--- config.mk ---
export PLATFORM = sky130hd
export DESIGN_NAME = next_pc_unit
export DESIGN_NICKNAME = d
export VERILOG_FILES = /design/src/rtl/next_pc_unit.sv
export SDC_FILE = /design/constraint.sdc
export NUM_CORES = 1
export LEC_CHECK = 0
export BUFFER_PORTS_ARGS = -buffer_cell sky130_fd_sc_hd__buf_2
export CORE_MARGIN = 5
export CORE_UTILIZATION = 50
export CTS_CLUSTER_DIAMETER = 100
export CTS_CLUSTER_SIZE = 24
export DETAILED_ROUTE_END_ITERATION = 10
export PLACE_DENSITY = 0.76
export SLEW_MARGIN = 20
export SYNTH_ARGS = -nofsm -noshare
export SYNTH_HDL_FRONTEND = slang
export SYNTH_SLANG_ARGS = --single-unit
export TNS_END_PERCENT = 100
--- constraint.sdc ---
create_clock -name clock -period 2.67 [get_ports clock]
set_input_delay 0.4005 -clock clock [delete_from_list [all_inputs] [get_ports clock]]
set_output_delay 0.4005 -clock clock [all_outputs]
set_load 0.05 [all_outputs]
--- src/rtl/next_pc_unit.sv ---
// next_pc_unit: selects the next program counter value (sequential, relative
// branch, absolute jump, call, return, halt) for program_counter, and keeps a
// small return-address stack plus a RUN/HALTED state machine.
//
// Handshake: there is no valid/ready pair here. `stall` is the only
// back-pressure. While it is high, the unit holds the PC (enable=0,
// pc_in=pc_out) and ignores every control request. The PC moves only in a
// cycle where enable=1, and program_counter captures pc_in on that rising edge.
module next_pc_unit #(
    parameter int D = 12,
    parameter int O = 8,
    parameter int S = 4
) (
    input  logic                 clock,
    input  logic                 reset,
    input  logic [D-1:0]         pc_out,
    input  logic [D-1:0]         pc_added,
    input  logic                 stall,
    input  logic                 branch,
    input  logic [O-1:0]         offset,
    input  logic                 jump,
    input  logic                 call,
    input  logic                 ret,
    input  logic                 halt,
    input  logic [D-1:0]         target,
    output logic [D-1:0]         pc_in,
    output logic                 enable,
    output logic                 done,
    output logic                 stack_err,
    output logic [$clog2(S):0]   depth,
    output logic                 state_dbg
);

    localparam int AW = $clog2(S);
    localparam int DW = AW + 1;

    typedef enum logic {
        RUN    = 1'b0,
        HALTED = 1'b1
    } state_t;

    state_t          state_q, state_d;
    logic [DW-1:0]   depth_q, depth_d;
    logic            err_q, err_d;
    logic [D-1:0]    stack_q [S];
    logic [D-1:0]    stack_d [S];

    logic [AW-1:0]   top_idx;
    logic [AW-1:0]   push_idx;
    logic [D-1:0]    branch_tgt;

    // The top entry sits one below the occupancy count. The next free slot is
    // the count itself, which is only used while depth < S.
    assign top_idx    = AW'(depth_q - DW'(1));
    assign push_idx   = depth_q[AW-1:0];
    // Sign-extend the offset to D bits. The sum then wraps mod 2^D in both directions.
    assign branch_tgt = pc_out + {{(D-O){offset[O-1]}}, offset};

    assign depth     = depth_q;
    assign stack_err = err_q;
    assign state_dbg = state_q;

    // Next-PC select and next-state logic, with fixed priority halt > ret > call > jump > branch
    always_comb begin
        state_d = state_q;
        depth_d = depth_q;
        err_d   = err_q;
        stack_d = stack_q;
        pc_in   = pc_added;
        enable  = 1'b1;
        done    = 1'b0;

        if (state_q == HALTED) begin
            enable = 1'b0;
            done   = 1'b1;
            pc_in  = pc_out;
        end else if (stall) begin
            enable = 1'b0;
            pc_in  = pc_out;
        end else if (halt) begin
            pc_in   = pc_out;
            state_d = HALTED;
        end else if (ret) begin
            if (depth_q != '0) begin
                pc_in   = stack_q[top_idx];
                depth_d = depth_q - DW'(1);
            end else begin
                // Underflow: fall through to sequential and flag the error.
                pc_in = pc_added;
                err_d = 1'b1;
            end
        end else if (call) begin
            pc_in = target;
            if (depth_q < DW'(S)) begin
                stack_d[push_idx] = pc_added;
                depth_d           = depth_q + DW'(1);
            end else begin
                // Overflow: the call still happens, but its return address is lost.
                err_d = 1'b1;
            end
        end else if (jump) begin
            pc_in = target;
        end else if (branch) begin
            pc_in = branch_tgt;
        end else begin
            pc_in = pc_added;
        end
    end

    // State, stack, depth and sticky error register; async reset empties the stack
    always_ff @(posedge clock or posedge reset) begin
        if (reset) begin
            state_q <= RUN;
            depth_q <= '0;
            err_q   <= 1'b0;
            stack_q <= '{default: '0};
        end else begin
            state_q <= state_d;
            depth_q <= depth_d;
            err_q   <= err_d;
            stack_q <= stack_d;
        end
    end

endmodule

==> results of run 1 <==
## path summary, 6_finish.rpt
kind                            slack (ps)  startpoint  cells past startpoint     endpoint
worst max-delay path                   -90   pc_out[0]                     11     pc_in[6]
worst min-delay path                   150       reset                      2  stack_q[14]
worst max register to register         560   state_dbg                      5  stack_q[37]
worst min register to register         460   stack_err                      1    stack_err
max in group asynchronous             1890       reset                      3     depth[0]
min in group clock                     340        halt                      2    state_dbg
## synthesized netlist by cell type, drive strengths merged, types with 2 or more instances
| cell type | number |
|---|---|
| a211oi | 3 |
| a21o | 7 |
| a21oi | 24 |
| buf | 8 |
| clkbuf | 9 |
| dfrtp | 53 |
| ha | 16 |
| inv | 10 |
| mux2 | 43 |
| mux2i | 5 |
| mux4 | 12 |
| nand2 | 52 |
| nand2b | 2 |
| nand3 | 7 |
| nand4 | 3 |
| nor2 | 15 |
| nor2b | 3 |
| nor3 | 4 |
| nor3b | 2 |
| o211ai | 4 |
| o21a | 3 |
| o21ai | 28 |
| or3 | 3 |
| xnor2 | 4 |
| xor2 | 4 |
## cells by family (layout without fill, tap and decap cells)
logic type,after synthesis,in the layout,synth area share (%)
simple gates,95,95,12.9
compound gates,82,82,13.8
mux,60,60,25.0
flops,53,53,36.5
buf+inv,27,131,3.95
fa+ha+maj,17,17,6.05
xor+xnor,8,8,1.93
## metal layers
metal | vias up | global-route usage [%]
met4 | 0 | 6.13
li1 | 1452 | -
met1 | 1524 | 28.6
met3 | 12 | 2.53
met2 | 94 | 39.7
met5 | - | 0
## area by class of cell
type | instances | share of cell area [%]
multi-input cells | 262 | 50.2
well taps | 99 | 2.57
clock buffers | 7 | 2.00
clock inverters | 1 | 0.104
flip-flops and latches | 53 | 27.6
inverters | 10 | 0.832
repair buffers | 113 | 16.7
## flip-flops by register name, indices dropped and copies added (netlist names)
name / count
state_dbg: 1
depth: 3
stack_err: 1
stack_q: 48
## power breakdown
group	switching (uW)	internal [uW]	total (uW)
clock network	250	235	485
logic	542	552	1090
registers	25.9	838	864
## timing repair
action	in CTS	in global routing
gates cloned	0	0
endpoints found under the setup margin	12	12
pin swaps	14	6
resized for setup	39	20
buffers inserted	11	2
## worst reg2reg max path, stage by stage, from the launching register on
cell     delay, ps
dfrtp_1        430
or3_1          540
nor2_8         230
and2_4         250
nand2_4        180
mux2_4         360
## through the flow
step / utilization, % / hold slack [ps]
floorplan: - / 445
detailed placement: 61.1 / 440
finish: 67.1 / 147
global route: 67.1 / 192
global placement: 61.1 / 436
CTS: 65.9 / 158
==> flow_summary_export.csv, run 1 <==
group,metric,value,unit
status,status,"finished, violations left",
status,violations,"setup timing",
synthesis,yosysTopAreaCellShare,36.5,%
sta,skew,13.8,ps
synthesis,netlist_instances,342,
drt,drt_iter0_drc,224,
global_routing,antenna_found_initial,0,
synthesis,yosys_warnings,0,
floorplanning,die_w,95.3,um
place,port_buffers,70,
sta,tightestPinTransition,571,ps
floorplanning,initial_core_util,50.7,%
synthesis,ys_ff_latch,53,
synthesis,synthArstFlopShare,100,%
critical_path,cp-start-kind,"input port",
place,place.gp.congestion,0.849,
global_routing,grt_pass1_vias,3205,
clock_tree,clock_latency,300,ps
drt,dr_wl_met2,4920,um
drt,detail_route.vias_per_cell,5.66,
floorplanning,fp.dieH,95.3,um
final_layout,finalInstanceArea,0.00481,mm^2
critical_path,cp-end-kind,"primary output",
clock_tree,numCtsBuffers,5,
place,place_inst,524,
final_layout,area_delta_synth_final,32.3,%
critical_path,critical_path_class,"input port to primary output",
clock_tree,tritoncts,"done",
sta,max_clock_freq,0.362,GHz
floorplanning,fp-row-count,31,
synthesis,synth_nets,411,
final_layout,multi_input_area,0.00242,mm^2
place,hpwl,7030,um
sta,setup-violations-final,8,
global_routing,grtUsageTotal,22.3,%
synthesis,ys.flop_type,"dfrtp_1",
critical_path,path_max_fanout,2,
sta,post-route-period-util,103,%
drt,wl,9690,um
critical_path,path_cells,"buf_8 -> ha_4 -> inv_2 -> fa_2 -> nor2b_2 -> o31a_1 -> o21ai_1 -> nor4b_2 -> or4_4 -> a21oi_4 -> buf_6",
place,dpl-instance-area,0.00439,mm^2
clock_tree,cts_root_buffer,"clkbuf_8",
critical_path,path_buf_inv,3,
clock_tree,clock_sinks,53,
synthesis,syn_area,0.00364,mm^2
drt,top_layer,"met4",
sta,final-max-slew-violation-count,0,
place,preCtsSetupSlack,-354,ps
clock_tree,htreeDepth,2,
drt,dr.pass1.iters,4,
drt,wl_met3,508,um
drt,antenna_left,0,
synthesis,synth_edf_count,0,
critical_path,crit_family,"simple AND/OR/NAND/NOR gates",
synthesis,synthTopCellsByArea,"dfrtp_1 (36%), mux2_4 (12%), mux4_2 (7.4%)",
floorplanning,die-area,0.00908,mm^2
global_routing,grt_pass1_wl,15800,um
synthesis,yosysSeqAreaShare,36.5,%
final_layout,layout.cells.most_common,"buf_2",
drt,via_count,3082,
synthesis,syn_area_per_cell,10.6,um^2
critical_path,critPathMaxStageDelay,530,ps
critical_path,crit_arrival,2360,ps
final_layout,layout.area.seq,0.00133,mm^2
critical_path,crit_slowest_cell,"or4_4",
final_layout,fillers,519,
final_layout,nNetsFinal,514,
sta,final_hold_viol_count,0,
pwr,p_per_area,507,mW/mm^2
synthesis,yosysUniqueCellTypes,49,
min_path,hold_class,"input port to asynchronous set/reset pin",
final_layout,layout_common_cells,"buf_2 (56), dfrtp_1 (51), nand2_1 (43)",
clock_tree,clockBufferDepth,2,
drt,drcViolationCount,0,
pwr,vdd_drop_max,0.276,mV
global_routing,grt_max_degree,28,
sta,slew_headroom,61.9,%
sta,finalCriticalPeriod,2760,ps
synthesis,yosysTopAreaCell,"dfrtp_1",
sta,fin_tns_setup,-223,ps
pwr,totalPowerFinal,2440,uW
run,maxCapViolCount,0,
final_layout,fin_cells,545,
final_layout,antenna-diode-count,0,
floorplanning,core_area,0.00718,mm^2
global_routing,grt_remaining_overflow,0,
clock_tree,hold_buffers,0,
critical_path,cp.required,2270,ps
final_layout,drive_above_1_share,51.3,%
sta,rsz0062_at_grt,"yes",
clock_tree,clk_pin_slew,100,ps
drt,met1_length,4130,um
drt,routedWlPerCell,17.8,um
sta,post-route-worst-setup-slack,-90.7,ps
pwr,power_leakage,0.00241,uW
floorplanning,io_pins,71,
Note: power is estimated with default switching activity, not from simulation.
==> run 2: changes to the inputs <==
--- a/config.mk
+++ b/config.mk
@@ -6,12 +6,13 @@
 export NUM_CORES = 1
 export LEC_CHECK = 0
 export BUFFER_PORTS_ARGS = -buffer_cell sky130_fd_sc_hd__buf_2
+export CORE_ASPECT_RATIO = 1.1
 export CORE_MARGIN = 5
-export CORE_UTILIZATION = 50
+export CORE_UTILIZATION = 40
+export CTS_BUF_LIST = sky130_fd_sc_hd__clkbuf_4
 export CTS_CLUSTER_DIAMETER = 100
 export CTS_CLUSTER_SIZE = 24
 export DETAILED_ROUTE_END_ITERATION = 10
-export PLACE_DENSITY = 0.76
 export SLEW_MARGIN = 20
 export SYNTH_ARGS = -nofsm -noshare
 export SYNTH_HDL_FRONTEND = slang
==> flow_summary_export.csv, run 2 (same netlist as run 1, synthesis figures left out) <==
group,metric,value,unit
final_layout,finalCoreUtilization,53.8,%
final_layout,antenna-diode-count,0,
sta,rsz0062_at_grt,"yes",
clock_tree,hold_buffers,0,
pwr,power_leakage,0.00240,uW
final_layout,finalInstanceArea,0.00477,mm^2
place,place.gp.congestion,0.797,
critical_path,path_max_fanout,7,
clock_tree,htreeDepth,2,
final_layout,drive_above_1_share,50.7,%
sta,max_clock_freq,0.357,GHz
sta,tightestPinTransition,675,ps
global_routing,grt_max_degree,32,
final_layout,fillers,807,
sta,final_hold_viol_count,0,
drt,detail_route.vias_per_cell,5.24,
final_layout,largest_reg_flops,48,
final_layout,largest-register,"stack_q",
critical_path,path_cells,"inv_4 -> ha_4 -> buf_8 -> mux4_2 -> nand2_1 -> a31oi_1 -> a22o_4 -> buf_8",
sta,final-max-slew-violation-count,0,
clock_tree,tritoncts,"done",
floorplanning,die_w,101,um
floorplanning,die-area,0.0111,mm^2
global_routing,grt_pass1_vias,3116,
critical_path,crit_arrival,2400,ps
global_routing,antenna_found_initial,0,
floorplanning,initial_core_util,41.0,%
floorplanning,fp.dieH,110,um
critical_path,path_common_cell,"buf_8",
global_routing,grt_pass1_wl,15900,um
place,hpwl,7180,um
drt,routedWlPerCell,16.9,um
pwr,switching_share,34.5,%
drt,drt_iter0_drc,112,
place,port_buffers,70,
drt,via_count,2944,
sta,skew,7.94,ps
final_layout,fin_cells,562,
final_layout,layout_common_cells,"buf_2 (56), dfrtp_1 (51), nand2_1 (44)",
critical_path,cp.required,2270,ps
global_routing,grtUsageTotal,17.9,%
final_layout,layout.cells.most_common,"buf_2",
drt,drcViolationCount,0,
clock_tree,clk_pin_slew,140,ps
clock_tree,clockBufferDepth,2,
sta,post-route-worst-setup-slack,-128,ps
clock_tree,numCtsBuffers,5,
pwr,p_sw,778,uW
floorplanning,fp-row-count,36,
drt,wl,9470,um
sta,finalCriticalPeriod,2800,ps
critical_path,critical_path_class,"register to primary output",
final_layout,area_delta_synth_final,31.2,%
critical_path,crit_family,"multiplexers",
clock_tree,clock_latency,360,ps
clock_tree,clock_sinks,53,
critical_path,crit_slowest_cell,"mux4_2",
status,status,"finished, violations left",
drt,dr.pass1.iters,4,
clock_tree,cts_root_buffer,"clkbuf_4",
place,dpl-instance-area,0.00444,mm^2
final_layout,multi_input_area,0.00240,mm^2
final_layout,nNetsFinal,516,
pwr,pwr-share-clk,15.8,%
place,place_inst,544,
pwr,p_comb_share,45.8,%
status,violations,"setup timing",
min_path,hold_class,"input port to asynchronous set/reset pin",
sta,setup-violations-final,12,
pwr,vdd_drop_max,0.256,mV
run,maxCapViolCount,0,
final_layout,layout.area.seq,0.00133,mm^2
critical_path,r2r_slack,620,ps
critical_path,path_buf_inv,3,
critical_path,cp-start-kind,"register",
global_routing,grt_remaining_overflow,0,
pwr,seqPwrFrac,38.4,%
drt,antenna_left,0,
sta,post-route-period-util,105,%
floorplanning,core_area,0.00887,mm^2
pwr,p_per_area,472,mW/mm^2
critical_path,cp-end-kind,"primary output",
pwr,p_int,1480,uW
critical_path,critPathMaxStageDelay,510,ps
sta,slew_headroom,54.9,%
floorplanning,io_pins,71,
[run 2: cell count changes in the layout (fill, tap and decap cells not counted), moves of 2 or more]
cell      delta
buf_4        +4
buf_8        -2
clkbuf_4     +7
clkbuf_8     -7
[run 2: final timing paths]
check,end,start,depth (start not counted)
max,pc_in[4],depth[0],8
min,stack_q[31],reset,2
max reg2reg,stack_q[2],state_dbg,5
min reg2reg,stack_err,stack_err,1
max in group asynchronous,stack_q[28],reset,3
min in group clock,state_dbg,halt,2
[run 2: power by group through the flow]
stage               sequential (uW)  clock, uW  combinational, uW
floorplan                       927          0                555
global placement                876          0                826
detailed placement              879          0                835
CTS                             863        377                984
global route                    870        408               1120
finish                          865        356               1030
[run 2: what timing repair did]
| item | in CTS | in global routing |
|---|---|---|
| setup buffers | 7 | 3 |
| resized for setup | 43 | 11 |
| endpoints found under the hold margin | 0 | 0 |
| pin swaps | 20 | 7 |
| endpoints found under the setup margin | 12 | 12 |
[run 2: through the flow]
stage	TNS (ps)	worst slack, ps	power, uW	hold WS [ps]
2_1_floorplan	-125	-110	1480	445
6_report	-873	-128	2250	115
5_1_grt	-2310	-231	2400	143
4_1_cts	-981	-143	2220	124
3_5_place_dp	-1260	-342	1710	443
3_3_place_gp	-1130	-342	1700	439
[run 2: worst register-to-register path: cells and delay by family, from the launching register on]
kind / cells / cell delay [ps]
DFF: 1 / 440
muxes: 1 / 350
and+or+nand+nor: 4 / 1160
[run 2: layer usage]
metal / share of wire [%] / global-route usage, %
met1: 45 / 23.7
met5: 0 / 0
met4: 1.2 / 4.46
met3: 3.7 / 1.76
met2: 50 / 31.5
[run 2: final cells by class]
type | count | share of cell area (%)
Tap cell | 114 | 2.99
Sequential cell | 53 | 27.8
Inverter | 10 | 0.839
Clock inverter | 1 | 0.0786
Clock buffer | 7 | 1.10
Timing Repair Buffer | 115 | 16.8
Multi-Input combinational cell | 262 | 50.3
